## src/rtl/transmissor_hps.sv

```systemverilog
// Result-word transmitter: circular FIFO feeding a 4-phase req/ack handshake to the HPS.
// All state updates on the falling edge of clk; ack_hps is asynchronous and is synchronized first.
`timescale 1ns/1ps
module transmissor_hps #(
  parameter int LARGURA      = 8,
  parameter int PROFUNDIDADE = 4
) (
  input  logic                            clk,
  input  logic                            reset,
  input  logic [LARGURA-1:0]              dado_in,
  input  logic                            valido_in,
  output logic                            pronto_out,
  output logic [LARGURA-1:0]              dado_hps,
  output logic                            req_hps,
  input  logic                            ack_hps,
  output logic                            fifo_vazia,
  output logic                            fifo_cheia,
  output logic [$clog2(PROFUNDIDADE):0]   contagem
);

  localparam int PW = $clog2(PROFUNDIDADE);
  localparam int CW = PW + 1;

  typedef enum logic [1:0] {OCIOSO, REQ_ALTO, REQ_BAIXO} estado_t;

  estado_t             estado_q, estado_d;
  logic                ack_s1_q, ack_sinc_q;
  logic [PW-1:0]       wr_ptr_q, wr_ptr_d;
  logic [PW-1:0]       rd_ptr_q, rd_ptr_d;
  logic [CW-1:0]       cnt_q, cnt_d;
  logic [LARGURA-1:0]  dado_q, dado_d;
  logic                req_q, req_d;
  logic [LARGURA-1:0]  mem_q [PROFUNDIDADE];
  logic                wr_en, rd_en;

  assign fifo_vazia = (cnt_q == '0);
  assign fifo_cheia = (cnt_q == CW'(PROFUNDIDADE));
  assign pronto_out = reset & ~fifo_cheia;
  assign wr_en      = valido_in & pronto_out;
  assign contagem   = cnt_q;
  assign dado_hps   = dado_q;
  assign req_hps    = req_q;

  // Two-flop synchronizer: the only consumer of raw ack_hps.
  always_ff @(negedge clk) begin
    if (!reset) begin
      ack_s1_q   <= 1'b0;
      ack_sinc_q <= 1'b0;
    end else begin
      ack_s1_q   <= ack_hps;
      ack_sinc_q <= ack_s1_q;
    end
  end

  // Storage needs no reset: pointers and count define which entries are live.
  always_ff @(negedge clk) begin
    if (wr_en) mem_q[wr_ptr_q] <= dado_in;
  end

  always_comb begin
    wr_ptr_d = wr_ptr_q;
    rd_ptr_d = rd_ptr_q;
    cnt_d    = cnt_q;
    if (wr_en) wr_ptr_d = wr_ptr_q + PW'(1);
    if (rd_en) rd_ptr_d = rd_ptr_q + PW'(1);
    case ({wr_en, rd_en})
      2'b10:   cnt_d = cnt_q + CW'(1);
      2'b01:   cnt_d = cnt_q - CW'(1);
      default: cnt_d = cnt_q;
    endcase
  end

  // Pop only from OCIOSO, and only once the HPS has released ack; a word written
  // into an empty FIFO is therefore popped one edge later, never bypassed.
  always_comb begin
    estado_d = estado_q;
    req_d    = req_q;
    dado_d   = dado_q;
    rd_en    = 1'b0;
    case (estado_q)
      OCIOSO: begin
        if (!fifo_vazia && !ack_sinc_q) begin
          rd_en    = 1'b1;
          dado_d   = mem_q[rd_ptr_q];
          req_d    = 1'b1;
          estado_d = REQ_ALTO;
        end
      end
      REQ_ALTO: begin
        if (ack_sinc_q) begin
          req_d    = 1'b0;
          estado_d = REQ_BAIXO;
        end
      end
      REQ_BAIXO: begin
        if (!ack_sinc_q) estado_d = OCIOSO;
      end
      default: begin
        req_d    = 1'b0;
        estado_d = OCIOSO;
      end
    endcase
  end

  always_ff @(negedge clk) begin
    if (!reset) begin
      estado_q <= OCIOSO;
      req_q    <= 1'b0;
      dado_q   <= '0;
      wr_ptr_q <= '0;
      rd_ptr_q <= '0;
      cnt_q    <= '0;
    end else begin
      estado_q <= estado_d;
      req_q    <= req_d;
      dado_q   <= dado_d;
      wr_ptr_q <= wr_ptr_d;
      rd_ptr_q <= rd_ptr_d;
      cnt_q    <= cnt_d;
    end
  end

endmodule
```

## config.mk

```make
export PLATFORM = sky130hd
export DESIGN_NAME = transmissor_hps
export DESIGN_NICKNAME = d
export VERILOG_FILES = /design/src/rtl/transmissor_hps.sv
export SDC_FILE = /design/constraint.sdc
export NUM_CORES = 1
export LEC_CHECK = 0
export CORE_MARGIN = 1.5
export CORE_UTILIZATION = 53
export DETAILED_ROUTE_END_ITERATION = 8
export PLACE_DENSITY_LB_ADDON = 0.08
export SLEW_MARGIN = 15
export SYNTH_ARGS = -nofsm -noshare
export SYNTH_HDL_FRONTEND = slang
export SYNTH_SLANG_ARGS = --single-unit
```

## constraint.sdc

```tcl
create_clock -name clk -period 3.1 [get_ports clk]
set_clock_uncertainty 0.1 [all_clocks]
set_input_delay 0.465 -clock clk [delete_from_list [all_inputs] [get_ports clk]]
set_output_delay 0.465 -clock clk [all_outputs]
set_load 0.005 [all_outputs]
```

==> impl_metrics.sql <==
INSERT INTO impl_metrics (metric_group, metric, value, unit) VALUES
('route', 'route.antenna.remaining_nets', '0', ''),
('sta', 'finalSetupTns', '-1.286', 'ns'),
('synth', 'postSynth.asyncResetShare', '0', '%'),
('clocking', 'clock_insertion_delay_worst_skew', '0.38', 'ns'),
('route', 'detail_route.wl_per_cell', '12.44', 'um'),
('clocking', 'postCtsHoldBufs', '0', ''),
('floorplanning', 'fp.dieArea', '0.004239', 'mm^2'),
('critical_path', 'timing.critical_path.fanout_max', '4', ''),
('floorplanning', 'std_cell_rows', '22', ''),
('route', 'drt-vias-per-instance', '4.907', ''),
('synth', 'synth_top_cells_by_area', 'sky130_fd_sc_hd__edfxtp_1, sky130_fd_sc_hd__dfxtp_1, sky130_fd_sc_hd__mux4_2', ''),
('global_routing', 'antenna_found_initial', '0', ''),
('route', 'initialDrtViolationCount', '55', ''),
('sta', 'setup_violations', '5', ''),
('critical_path', 'r2r_cells', '13', ''),
('global_routing', 'first_global_vias', '1599', ''),
('floorplanning', 'initial_utilization', '55.43', '%'),
('run_status', 'result_of_the_run', 'finished with violations', ''),
('clocking', 'cts-root-to-sink-buffers', '2', ''),
('hold_path', 'hold_class', 'reg -> reg', ''),
('synth', 'yosysWarningCount', '0', ''),
('critical_path', 'worst_setup_path_start_kind', 'flop', ''),
('layout', 'n_antenna_cell', '0', ''),
('clocking', 'cts_buffers', '5', ''),
('synth', 'netlist.top_cell.by_area', 'sky130_fd_sc_hd__edfxtp_1', ''),
('synth', 'ys_seq_elements', '52', ''),
('pwr', 'max-vdd-ir-drop', '0.5589', 'mV'),
('sta', 'worstMarginPinSlew', '0.6114', 'ns'),
('route', 'drc', '0', ''),
('synth', 'synth_top_cell_area_share', '47.00', '%'),
('place', 'io_buffer_count', '26', ''),
('critical_path', 'endpoint_kind', 'output pin', ''),
('place', 'place_congestion', '0.8254', ''),
('critical_path', 'critical_path_arrival', '2.86', 'ns'),
('global_routing', 'grt_overflow', '0', ''),
('layout', 'drive_gt1_share', '25.21', '%'),
('run_status', 'failed_checks', 'setup timing', ''),
('route', 'routed_wirelength', '3607', 'um'),
('sta', 'rsz0062_at_grt', 'yes', ''),
('hold_path', 'hold_critical_path_depth', '1', ''),
('global_routing', 'grt_pass1_wl', '6182', 'um'),
('floorplanning', 'core-area', '0.003689', 'mm^2'),
('synth', 'synth_seq_area_share', '66.59', '%'),
('layout', 'filler_cell_count', '267', ''),
('synth', 'ys_top_cells_by_count', 'sky130_fd_sc_hd__edfxtp_1, sky130_fd_sc_hd__dfxtp_1, sky130_fd_sc_hd__inv_1', ''),
('synth', 'synth_enable_flop_cells', '32', ''),
('pwr', 'leakage', '1.304', 'nW'),
('synth', 'synth.avg_cell_area', '14.60', 'um^2'),
('sta', 'hold_violations', '0', ''),
('layout', 'areaGrowthSynthToFinish', '39.72', '%'),
('floorplanning', 'chipHeight', '65.11', 'um'),
('clocking', 'clk_pin_slew_worst_paths', '0.04', 'ns'),
('clocking', 'cts_tree', 'built', ''),
('sta', 'final_critical_path_setup_slack', '-0.3208', 'ns'),
('sta', 'relSlewSlack', '59.18', '%'),
('critical_path', 'critical_path_class', 'reg -> out', ''),
('synth', 'mappedNetlistNets', '158', ''),
('global_routing', 'groute.usage.overall', '20.10', '%'),
('clocking', 'clock_tree.htree_level_count', '2', ''),
('route', 'firstDrtPassIters', '4', ''),
('synth', 'ys.flop_type', 'sky130_fd_sc_hd__edfxtp_1', ''),
('synth', 'post_synth_instance_area', '0.002044', 'mm^2'),
('pwr', 'power_density', '838.6', 'mW/mm^2'),
('sta', 'timing.hold.ws', '0.3412', 'ns'),
('place', 'dpl.hpwl', '2432', 'um'),
('critical_path', 'crit_required', '2.53', 'ns'),
('synth', 'post-synth-top-count-cell', 'sky130_fd_sc_hd__edfxtp_1', ''),
('floorplanning', 'die_w', '65.11', 'um'),
('route', 'via_count', '1423', ''),
('layout', 'final_net_count', '259', ''),
('synth', 'synth_cells', '140', ''),
('global_routing', 'grt_start_max_net_pins', '18', ''),
('clocking', 'cts_root_buffer_type', 'sky130_fd_sc_hd__clkbuf_8', ''),
('floorplanning', 'io-pin-count', '27', ''),
('sta', 'drv_slew', '0', ''),
('clocking', 'tritoncts_num_sinks', '52', ''),
('flow_run', 'number_of_maximum_capacitance_violations', '0', ''),
('synth', 'ys_types', '27', '');
## placed cells by master, fill, tap and decap left out, types with 2 or more instances in the layout
master,netlist,routed
sky130_fd_sc_hd__nor2_1,5,5
sky130_fd_sc_hd__or3_1,4,3
sky130_fd_sc_hd__nand2_1,8,8
sky130_fd_sc_hd__inv_2,0,4
sky130_fd_sc_hd__and2_1,4,2
sky130_fd_sc_hd__nand3_1,3,3
sky130_fd_sc_hd__and2_4,0,2
sky130_fd_sc_hd__dlygate4sd2_1,0,8
sky130_fd_sc_hd__buf_6,0,2
sky130_fd_sc_hd__o21ai_0,2,2
sky130_fd_sc_hd__buf_12,0,3
sky130_fd_sc_hd__dfxtp_1,20,17
sky130_fd_sc_hd__edfxtp_1,32,32
sky130_fd_sc_hd__clkbuf_8,0,5
sky130_fd_sc_hd__inv_1,10,57
sky130_fd_sc_hd__o2bb2ai_1,8,8
sky130_fd_sc_hd__o31ai_1,3,3
sky130_fd_sc_hd__buf_2,2,4
sky130_fd_sc_hd__clkbuf_2,0,2
sky130_fd_sc_hd__mux4_2,8,8
sky130_fd_sc_hd__clkdlybuf4s15_1,0,2
sky130_fd_sc_hd__buf_4,0,19
sky130_fd_sc_hd__and3_1,5,5
sky130_fd_sc_hd__clkdlybuf4s50_1,0,9
sky130_fd_sc_hd__xor2_1,3,3
sky130_fd_sc_hd__a21oi_1,6,6
sky130_fd_sc_hd__dfxtp_2,0,3
sky130_fd_sc_hd__ha_1,5,4
## final timing paths
check / start / end / slack (ns)
max: contagem[1] / pronto_out / -0.32
min reg2reg: ack_s1_q / ack_sinc_q / 0.34
max reg2reg: contagem[2] / contagem[2] / 0.63
min: ack_s1_q / ack_sinc_q / 0.34
## registers in the layout, summed over array words and instances (netlist names)
signal / cells
mem_q: 32
contagem: 3
ack_s1_q: 1
ack_sinc_q: 1
dado_hps: 8
estado_q: 2
rd_ptr_q: 2
wr_ptr_q: 2
req_hps: 1
## through the flow
step                total power, mW  std cells  worst slack (ns)  instance area [um^2]  utilization, %
finish                        2.395        290           -0.3208                  2856           77.44
global route                  2.596        290           -0.3845                  2856           77.44
CTS                           2.428        288           -0.3554                  2846           77.17
floorplan                     1.429        140           -0.5910                  2076               -
detailed placement            1.793        227           -0.9598                  2540           68.86
global placement              1.765        227           -0.8812                  2540           68.86
## worst max-delay path, cell delays in order, from the launching register on
cell	delay (ns)
sky130_fd_sc_hd__dfxtp_2	0.32
sky130_fd_sc_hd__or3b_4	0.41
sky130_fd_sc_hd__inv_2	0.06
sky130_fd_sc_hd__nor2_1	0.03
sky130_fd_sc_hd__buf_2	0.12
## timing repair
action,4_1_cts,5_1_grt
pin swaps,10,3
gates cloned,0,0
buffers inserted,2,2
endpoints found under the setup margin,49,10
gates resized for setup,40,6
## layout make-up
| type | count | area, um^2 | share of cell area [%] |
|---|---|---|---|
| sequential | 52 | 1365 | 47.79 |
| multi-input combinational | 71 | 644.4 | 22.56 |
| timing repair buffer | 49 | 435.4 | 15.24 |
| clock inverter | 55 | 245.2 | 8.585 |
| clock buffer | 5 | 68.82 | 2.409 |
| tap | 48 | 60.06 | 2.102 |
| inverter | 10 | 37.54 | 1.314 |
## logic make-up (layout without fill, tap and decap cells)
| kind of cell | Yosys count | after routing | synth area share (%) |
|---|---|---|---|
| multiplexers | 8 | 8 | 8.813 |
| flip-flops | 52 | 52 | 66.58 |
| adder cells (fa/ha/maj) | 6 | 6 | 4.039 |
| buffers and inverters | 17 | 119 | 3.243 |
| AND/OR/NAND/NOR | 33 | 33 | 8.690 |
| AO/OA/AOI/OAI | 21 | 21 | 7.344 |
| XOR/XNOR | 3 | 3 | 1.285 |
## routing by layer
metal / global-route usage, % / up-vias / share of wire (%)
li1: - / 721 / -
met1: 18.54 / 669 / 37
met2: 35.44 / 26 / 57
met3: 7.534 / 7 / 4.2
met4: 15.36 / 0 / 1.9
met5: 0 / - / 0
## power by group
part           leakage [nW]  internal [mW]  switching, mW
clock network         0.337          0.335          0.396
registers             0.456          0.849         0.0915
logic                 0.511          0.427          0.297
total                  1.30           1.61          0.785
Power figures use the tool's default switching activity.
